`config.mk`:
```
export PLATFORM = sky130hd
export DESIGN_NAME = ram_bus_master_flat
export DESIGN_NICKNAME = d
export VERILOG_FILES = /design/src/rtl/ram_bus_master_if.sv /design/src/rtl/ram_bus_master.sv /design/src/flat_wrapper.sv
export SDC_FILE = /design/constraint.sdc
export NUM_CORES = 1
export LEC_CHECK = 0
export CAP_MARGIN = 20
export CELL_PAD_IN_SITES_DETAIL_PLACEMENT = 0
export CELL_PAD_IN_SITES_GLOBAL_PLACEMENT = 1
export CORE_ASPECT_RATIO = 0.75
export CORE_MARGIN = 5
export CORE_UTILIZATION = 26
export CTS_CLUSTER_DIAMETER = 50
export DETAILED_ROUTE_END_ITERATION = 6
export GPL_ROUTABILITY_DRIVEN = 0
export HOLD_SLACK_MARGIN = 0.03
export PLACE_DENSITY = 0.84
export REMOVE_ABC_BUFFERS = 1
export SETUP_SLACK_MARGIN = 0.1
export SLEW_MARGIN = 20
export SYNTH_ARGS = -nofsm -noshare
export SYNTH_HDL_FRONTEND = slang
export SYNTH_SLANG_ARGS = --single-unit
```
`constraint.sdc`:
```
create_clock -name clk -period 1.3 [get_ports clk]
set_clock_uncertainty 0.05 [all_clocks]
set_input_delay 0.26 -clock clk [delete_from_list [all_inputs] [get_ports clk]]
set_output_delay 0.26 -clock clk [all_outputs]
set_load 0.02 [all_outputs]
```
`src/rtl/ram_bus_master_if.sv`:
```
// Controller request/response handshake plus SRAM strobe-bus pins for ram_bus_master.
// master = the bus master itself; slave = the environment (controller + RAM) around it.
interface ram_bus_master_if #(
  parameter int unsigned ADDR_W = 8,
  parameter int unsigned DATA_W = 8
);
  logic              req_valid;
  logic              req_ready;
  logic              req_we;
  logic [ADDR_W-1:0] req_addr;
  logic [DATA_W-1:0] req_wdata;
  logic              done;
  logic [DATA_W-1:0] rdata;
  logic              busy;
  logic [ADDR_W-1:0] bus_addr;
  logic [DATA_W-1:0] bus_data_o;
  logic              bus_data_oe;
  logic [DATA_W-1:0] bus_data_i;
  logic              n_cs;
  logic              n_oe;
  logic              n_we;

  modport master (
    input  req_valid, req_we, req_addr, req_wdata, bus_data_i,
    output req_ready, done, rdata, busy, bus_addr, bus_data_o, bus_data_oe, n_cs, n_oe, n_we
  );

  modport slave (
    output req_valid, req_we, req_addr, req_wdata, bus_data_i,
    input  req_ready, done, rdata, busy, bus_addr, bus_data_o, bus_data_oe, n_cs, n_oe, n_we
  );
endinterface

```
`src/rtl/ram_bus_master.sv`:
```
// Async-SRAM strobe-bus initiator: one load/store at a time, timed SETUP/ACCESS/HOLD phases,
// read data returned with a one-cycle done pulse. All outputs registered.
module ram_bus_master #(
  parameter int unsigned ADDR_W     = 8,
  parameter int unsigned DATA_W     = 8,
  parameter int unsigned SETUP_CYC  = 1,
  parameter int unsigned ACCESS_CYC = 2,
  parameter int unsigned HOLD_CYC   = 1
) (
  input  logic                  clk,
  input  logic                  res,
  ram_bus_master_if.master      bus
);

  localparam int unsigned MAX_SA  = (SETUP_CYC > ACCESS_CYC) ? SETUP_CYC : ACCESS_CYC;
  localparam int unsigned MAX_CYC = (MAX_SA > HOLD_CYC) ? MAX_SA : HOLD_CYC;
  localparam int unsigned CNT_W   = (MAX_CYC > 1) ? $clog2(MAX_CYC) : 1;

  localparam logic [CNT_W-1:0] SETUP_LD  = CNT_W'(SETUP_CYC - 1);
  localparam logic [CNT_W-1:0] ACCESS_LD = CNT_W'(ACCESS_CYC - 1);
  localparam logic [CNT_W-1:0] HOLD_LD   = CNT_W'(HOLD_CYC - 1);

  typedef enum logic [1:0] {ST_IDLE, ST_SETUP, ST_ACCESS, ST_HOLD} state_e;

  state_e              state_q, state_d;
  logic [CNT_W-1:0]    cnt_q, cnt_d;
  logic                we_q, we_d;
  logic [ADDR_W-1:0]   addr_q, addr_d;
  logic [DATA_W-1:0]   wdata_q, wdata_d;
  logic [DATA_W-1:0]   rdata_q, rdata_d;
  logic                done_q, done_d;
  logic                ready_q, ready_d;
  logic                busy_q, busy_d;
  logic                data_oe_q, data_oe_d;
  logic                n_cs_q, n_cs_d;
  logic                n_oe_q, n_oe_d;
  logic                n_we_q, n_we_d;

  // Phase sequencing; strobes are decoded from the next state so they leave the flops aligned with it.
  always_comb begin
    state_d = state_q;
    cnt_d   = cnt_q;
    we_d    = we_q;
    addr_d  = addr_q;
    wdata_d = wdata_q;
    rdata_d = rdata_q;
    done_d  = 1'b0;

    case (state_q)
      ST_IDLE: begin
        if (bus.req_valid && ready_q) begin
          state_d = ST_SETUP;
          cnt_d   = SETUP_LD;
          we_d    = bus.req_we;
          addr_d  = bus.req_addr;
          wdata_d = bus.req_wdata;
        end
      end
      ST_SETUP: begin
        if (cnt_q == '0) begin
          state_d = ST_ACCESS;
          cnt_d   = ACCESS_LD;
        end else begin
          cnt_d = cnt_q - CNT_W'(1);
        end
      end
      ST_ACCESS: begin
        if (cnt_q == '0) begin
          state_d = ST_HOLD;
          cnt_d   = HOLD_LD;
          // Sample the RAM while n_oe is still low on this edge.
          if (!we_q) rdata_d = bus.bus_data_i;
        end else begin
          cnt_d = cnt_q - CNT_W'(1);
        end
      end
      ST_HOLD: begin
        if (cnt_q == '0) begin
          state_d = ST_IDLE;
          done_d  = 1'b1;
        end else begin
          cnt_d = cnt_q - CNT_W'(1);
        end
      end
      default: state_d = ST_IDLE;
    endcase

    ready_d   = (state_d == ST_IDLE);
    busy_d    = ~ready_d;
    n_cs_d    = ready_d;
    n_oe_d    = !((state_d == ST_ACCESS) && !we_d);
    n_we_d    = !((state_d == ST_ACCESS) && we_d);
    data_oe_d = !ready_d && we_d;
  end

  always_ff @(posedge clk) begin
    if (res) begin
      state_q   <= ST_IDLE;
      cnt_q     <= '0;
      we_q      <= 1'b0;
      addr_q    <= '0;
      wdata_q   <= '0;
      rdata_q   <= '0;
      done_q    <= 1'b0;
      ready_q   <= 1'b1;
      busy_q    <= 1'b0;
      data_oe_q <= 1'b0;
      n_cs_q    <= 1'b1;
      n_oe_q    <= 1'b1;
      n_we_q    <= 1'b1;
    end else begin
      state_q   <= state_d;
      cnt_q     <= cnt_d;
      we_q      <= we_d;
      addr_q    <= addr_d;
      wdata_q   <= wdata_d;
      rdata_q   <= rdata_d;
      done_q    <= done_d;
      ready_q   <= ready_d;
      busy_q    <= busy_d;
      data_oe_q <= data_oe_d;
      n_cs_q    <= n_cs_d;
      n_oe_q    <= n_oe_d;
      n_we_q    <= n_we_d;
    end
  end

  assign bus.req_ready   = ready_q;
  assign bus.busy        = busy_q;
  assign bus.done        = done_q;
  assign bus.rdata       = rdata_q;
  assign bus.bus_addr    = addr_q;
  assign bus.bus_data_o  = wdata_q;
  assign bus.bus_data_oe = data_oe_q;
  assign bus.n_cs        = n_cs_q;
  assign bus.n_oe        = n_oe_q;
  assign bus.n_we        = n_we_q;

endmodule

```
`src/flat_wrapper.sv`:
```
// flat-port wrapper written by rule: the top's interface ports become plain ports
module ram_bus_master_flat 
#(
  parameter int unsigned ADDR_W     = 8,
  parameter int unsigned DATA_W     = 8,
  parameter int unsigned SETUP_CYC  = 1,
  parameter int unsigned ACCESS_CYC = 2,
  parameter int unsigned HOLD_CYC   = 1
)
  (clk, res, bus_req_valid, bus_req_we, bus_req_addr, bus_req_wdata, bus_bus_data_i, bus_req_ready, bus_done, bus_rdata, bus_busy, bus_bus_addr, bus_bus_data_o, bus_bus_data_oe, bus_n_cs, bus_n_oe, bus_n_we);
  ram_bus_master_if #(.ADDR_W(ADDR_W), .DATA_W(DATA_W)) bus_i ();
  input  logic clk;
  input  logic res;
  input wire logic [$bits(bus_i.req_valid)-1:0] bus_req_valid;
  input wire logic [$bits(bus_i.req_we)-1:0] bus_req_we;
  input wire logic [$bits(bus_i.req_addr)-1:0] bus_req_addr;
  input wire logic [$bits(bus_i.req_wdata)-1:0] bus_req_wdata;
  input wire logic [$bits(bus_i.bus_data_i)-1:0] bus_bus_data_i;
  output wire logic [$bits(bus_i.req_ready)-1:0] bus_req_ready;
  output wire logic [$bits(bus_i.done)-1:0] bus_done;
  output wire logic [$bits(bus_i.rdata)-1:0] bus_rdata;
  output wire logic [$bits(bus_i.busy)-1:0] bus_busy;
  output wire logic [$bits(bus_i.bus_addr)-1:0] bus_bus_addr;
  output wire logic [$bits(bus_i.bus_data_o)-1:0] bus_bus_data_o;
  output wire logic [$bits(bus_i.bus_data_oe)-1:0] bus_bus_data_oe;
  output wire logic [$bits(bus_i.n_cs)-1:0] bus_n_cs;
  output wire logic [$bits(bus_i.n_oe)-1:0] bus_n_oe;
  output wire logic [$bits(bus_i.n_we)-1:0] bus_n_we;
  assign bus_i.req_valid = bus_req_valid;
  assign bus_i.req_we = bus_req_we;
  assign bus_i.req_addr = bus_req_addr;
  assign bus_i.req_wdata = bus_req_wdata;
  assign bus_i.bus_data_i = bus_bus_data_i;
  assign bus_req_ready = bus_i.req_ready;
  assign bus_done = bus_i.done;
  assign bus_rdata = bus_i.rdata;
  assign bus_busy = bus_i.busy;
  assign bus_bus_addr = bus_i.bus_addr;
  assign bus_bus_data_o = bus_i.bus_data_o;
  assign bus_bus_data_oe = bus_i.bus_data_oe;
  assign bus_n_cs = bus_i.n_cs;
  assign bus_n_oe = bus_i.n_oe;
  assign bus_n_we = bus_i.n_we;
  ram_bus_master #(.ADDR_W(ADDR_W), .DATA_W(DATA_W), .SETUP_CYC(SETUP_CYC), .ACCESS_CYC(ACCESS_CYC), .HOLD_CYC(HOLD_CYC)) u_core (.clk(clk), .res(res), .bus(bus_i));
endmodule
```
==> impl_metrics.env <==
export IMPL_ant_nets=0
export IMPL_nNetsFinal=245
export IMPL_ctsHoldBuffers=0
export IMPL_start_util_pct=26.5
export IMPL_period_share_pct=108
export IMPL_max_slew_margin_pct=78.3
export IMPL_drc=0
export IMPL_drv_slew=0
export IMPL_insertion_delay_ns=0.28
export IMPL_cp_required_ns=1.42
export IMPL_max_slew_worst_pin_slew_ns=0.325
export IMPL_p_leak_nw=0.858
export IMPL_grt_max_degree=17
export IMPL_muxShareOfSynthArea_pct=0.784
export IMPL_status="finished with violations"
export IMPL_cp_start_kind="flop"
export IMPL_wl_per_cell_microns=12.2
export IMPL_hpwl_microns=2460
export IMPL_via_count=1172
export IMPL_synth_xor_area_share_pct=0.686
export IMPL_ys_ff_latch=34
export IMPL_grt_pass1_vias=1154
export IMPL_crit_fanout=4
export IMPL_power_per_cell_area_mw_per_mm2=1640
export IMPL_layout_setup_ws_ns=-0.106
export IMPL_synth_top_family_by_area="simple AND/OR/NAND/NOR gates"
export IMPL_worst_ir_drop_vdd_mv=0.723
export IMPL_final_cells=278
export IMPL_stdcell_area_sq_mm=0.00205
export IMPL_yosys_area_share_simple_pct=26.4
export IMPL_async_reset_ff_share_pct=0
export IMPL_diodes=0
export IMPL_yosysSeqAreaShare_pct=53.3
export IMPL_ctsHtreeMaxLevel=2
export IMPL_drv_cap=0
export IMPL_hold_viol=0
export IMPL_rsz0062_at_grt="yes"
export IMPL_io_pins=59
export IMPL_rows=22
export IMPL_cts_buffer_depth=2
export IMPL_regArea_sq_um=687
export IMPL_clk_pin_slew_ns=0.07
export IMPL_synthAdderAreaFrac_pct=0
export IMPL_grt_pass1_wl_microns=5410
export IMPL_chipHeight_microns=70.7
export IMPL_multi_input_area_sq_um=573
export IMPL_io_buffers=58
export IMPL_gr_total_overflow=0
export IMPL_antenna_found_initial=0
export IMPL_routed_wl_microns=3390
export IMPL_drive_gt1_share_pct=37.2
export IMPL_synth_flop_cell="dfxtp_1"
export IMPL_nFillCells=502
export IMPL_avgSynthCellArea_sq_um=8.81
export IMPL_syn_area_sq_mm=0.00128
export IMPL_critPathArrivalTime_ns=1.52
export IMPL_final_core_util_pct=42.5
export IMPL_fmax_mhz=711
export IMPL_cts_buffers=5
export IMPL_synth_edf_count=0
export IMPL_failed_checks="setup timing"
export IMPL_track_usage_pct=10.5
export IMPL_placed_area_sq_mm=0.00198
export IMPL_syn_inst=145
export IMPL_cp_end_kind="flop"
export IMPL_yosys_cell_types_count=25
export IMPL_area_growth_pct=60.3
export IMPL_dpl_cell_count=267
export IMPL_synth_compound_area_share_pct=11.8
export IMPL_core_area_sq_mm=0.00482
export IMPL_path_class="flop to flop"
export IMPL_hp_class="flop to flop"
export IMPL_ys_warn_count=0
export IMPL_die_area_sq_mm=0.00643
export IMPL_setup_violations_final=28
export IMPL_clock_sinks=34
export IMPL_finalCriticalPeriod_ns=1.41
export IMPL_first_pass_iters=4
export IMPL_cts_root_buffer="clkbuf_8"
export IMPL_cts_tree="done"
export IMPL_via_per_inst=4.22
export IMPL_drtIter0Drc=31
export IMPL_die_w_microns=90.9
==> layout by cell type (no fill, tap or decap), drive strengths merged <==
master         count
nor3               1
a21oi             28
buf               46
and2b              2
nor4bb             1
nor4b              1
mux2i              1
or3b               1
clkinv             1
xnor2              1
clkbuf             8
dfxtp             34
clkdlybuf4s15      3
and3b              1
nor2b              1
nand2b             1
nor3b              1
nor2               4
nand4bb            1
nand2             50
or4b               1
clkdlybuf4s50     27
a221o              1
nand3b             1
inv                1
==> metal layers <==
metal	global-route usage, %	wire [microns]	up-vias
li1	-	-	613
met1	13.5	1640	514
met2	15.1	1410	40
met3	5.53	308	5
met4	3.42	29	0
met5	0	0	-
==> registers in the layout, indices dropped and copies added (netlist names) <==
signal,cells
u_core.bus.busy,1
u_core.we_q,1
u_core.bus.req_ready,1
u_core.bus.n_we,1
u_core.bus.bus_data_o,8
u_core.state_q,2
u_core.bus.bus_addr,8
u_core.bus.n_oe,1
u_core.bus.done,1
u_core.bus.bus_data_oe,1
u_core.bus.rdata,8
u_core.cnt_q,1
==> cells in the mapped netlist (2+ instances only) <==
cell type  number  area, sq um
a21oi_1        28          140
nor2_1          4         15.0
buf_6           4         45.0
and2b_1         2         15.0
clkbuf_1        2         7.51
buf_2           3         15.0
nand2_1        50          188
buf_4           2         15.0
dfxtp_1        34          681
==> worst max-delay path, cell delays in order, from the launching register on <==
cell	delay (ns)
dfxtp_4	0.35
buf_12	0.12
nor4bb_4	0.34
mux2i_2	0.34
nor2_1	0.09
==> worst paths after layout <==
path	from	endpoint	slack (ns)	cells past startpoint
worst max-delay path	u_core.state_q[1]	u_core.we_q	-0.11	4
worst min-delay path	u_core.bus.bus_data_o[2]	u_core.bus.bus_data_o[2]	0.40	2
worst max register to register	u_core.state_q[1]	u_core.we_q	-0.11	4
worst min register to register	u_core.bus.bus_data_o[2]	u_core.bus.bus_data_o[2]	0.40	2
==> power by group <==
group / total [mW] / switching, mW / leakage, nW / internal (mW)
clock network: 0.800 / 0.373 / 0.0482 / 0.427
registers: 1.31 / 0.0959 / 0.279 / 1.21
logic: 1.25 / 0.647 / 0.531 / 0.607
total: 3.36 / 1.12 / 0.858 / 2.25
==> cells by family after synthesis <==
group                     count (synthesis)
DFF                                      34
buffers and inverters                    13
xor gates and xnor gates                  1
AOI/OAI and AO/OA                        29
muxes                                     1
and+or+nand+nor                          67
==> area by class of cell <==
class | count | area share (%)
flip-flops and latches | 34 | 33.5
repair buffers | 77 | 30.2
multi-input cells | 98 | 28.0
clock buffers | 7 | 4.22
well taps | 60 | 3.67
clock inverters | 1 | 0.244
inverters | 1 | 0.183
==> what timing repair did <==
item,4_1_cts,5_1_grt
pin swaps,2,1
gates resized for setup,118,31
setup buffers,3,0
endpoints found under the setup margin,62,42
==> per-stage QoR <==
stage	hold slack (ns)	power [mW]	setup TNS, ns	setup WS (ns)
3_5_place_dp	0.398	2.57	-8.12	-0.417
4_1_cts	0.404	3.38	-1.96	-0.0973
5_1_grt	0.420	3.57	-3.08	-0.187
3_3_place_gp	0.392	2.55	-6.19	-0.287
2_1_floorplan	0.279	1.90	-8.40	-0.573
6_report	0.401	3.36	-1.28	-0.106
(Power assumes the default switching activity.)
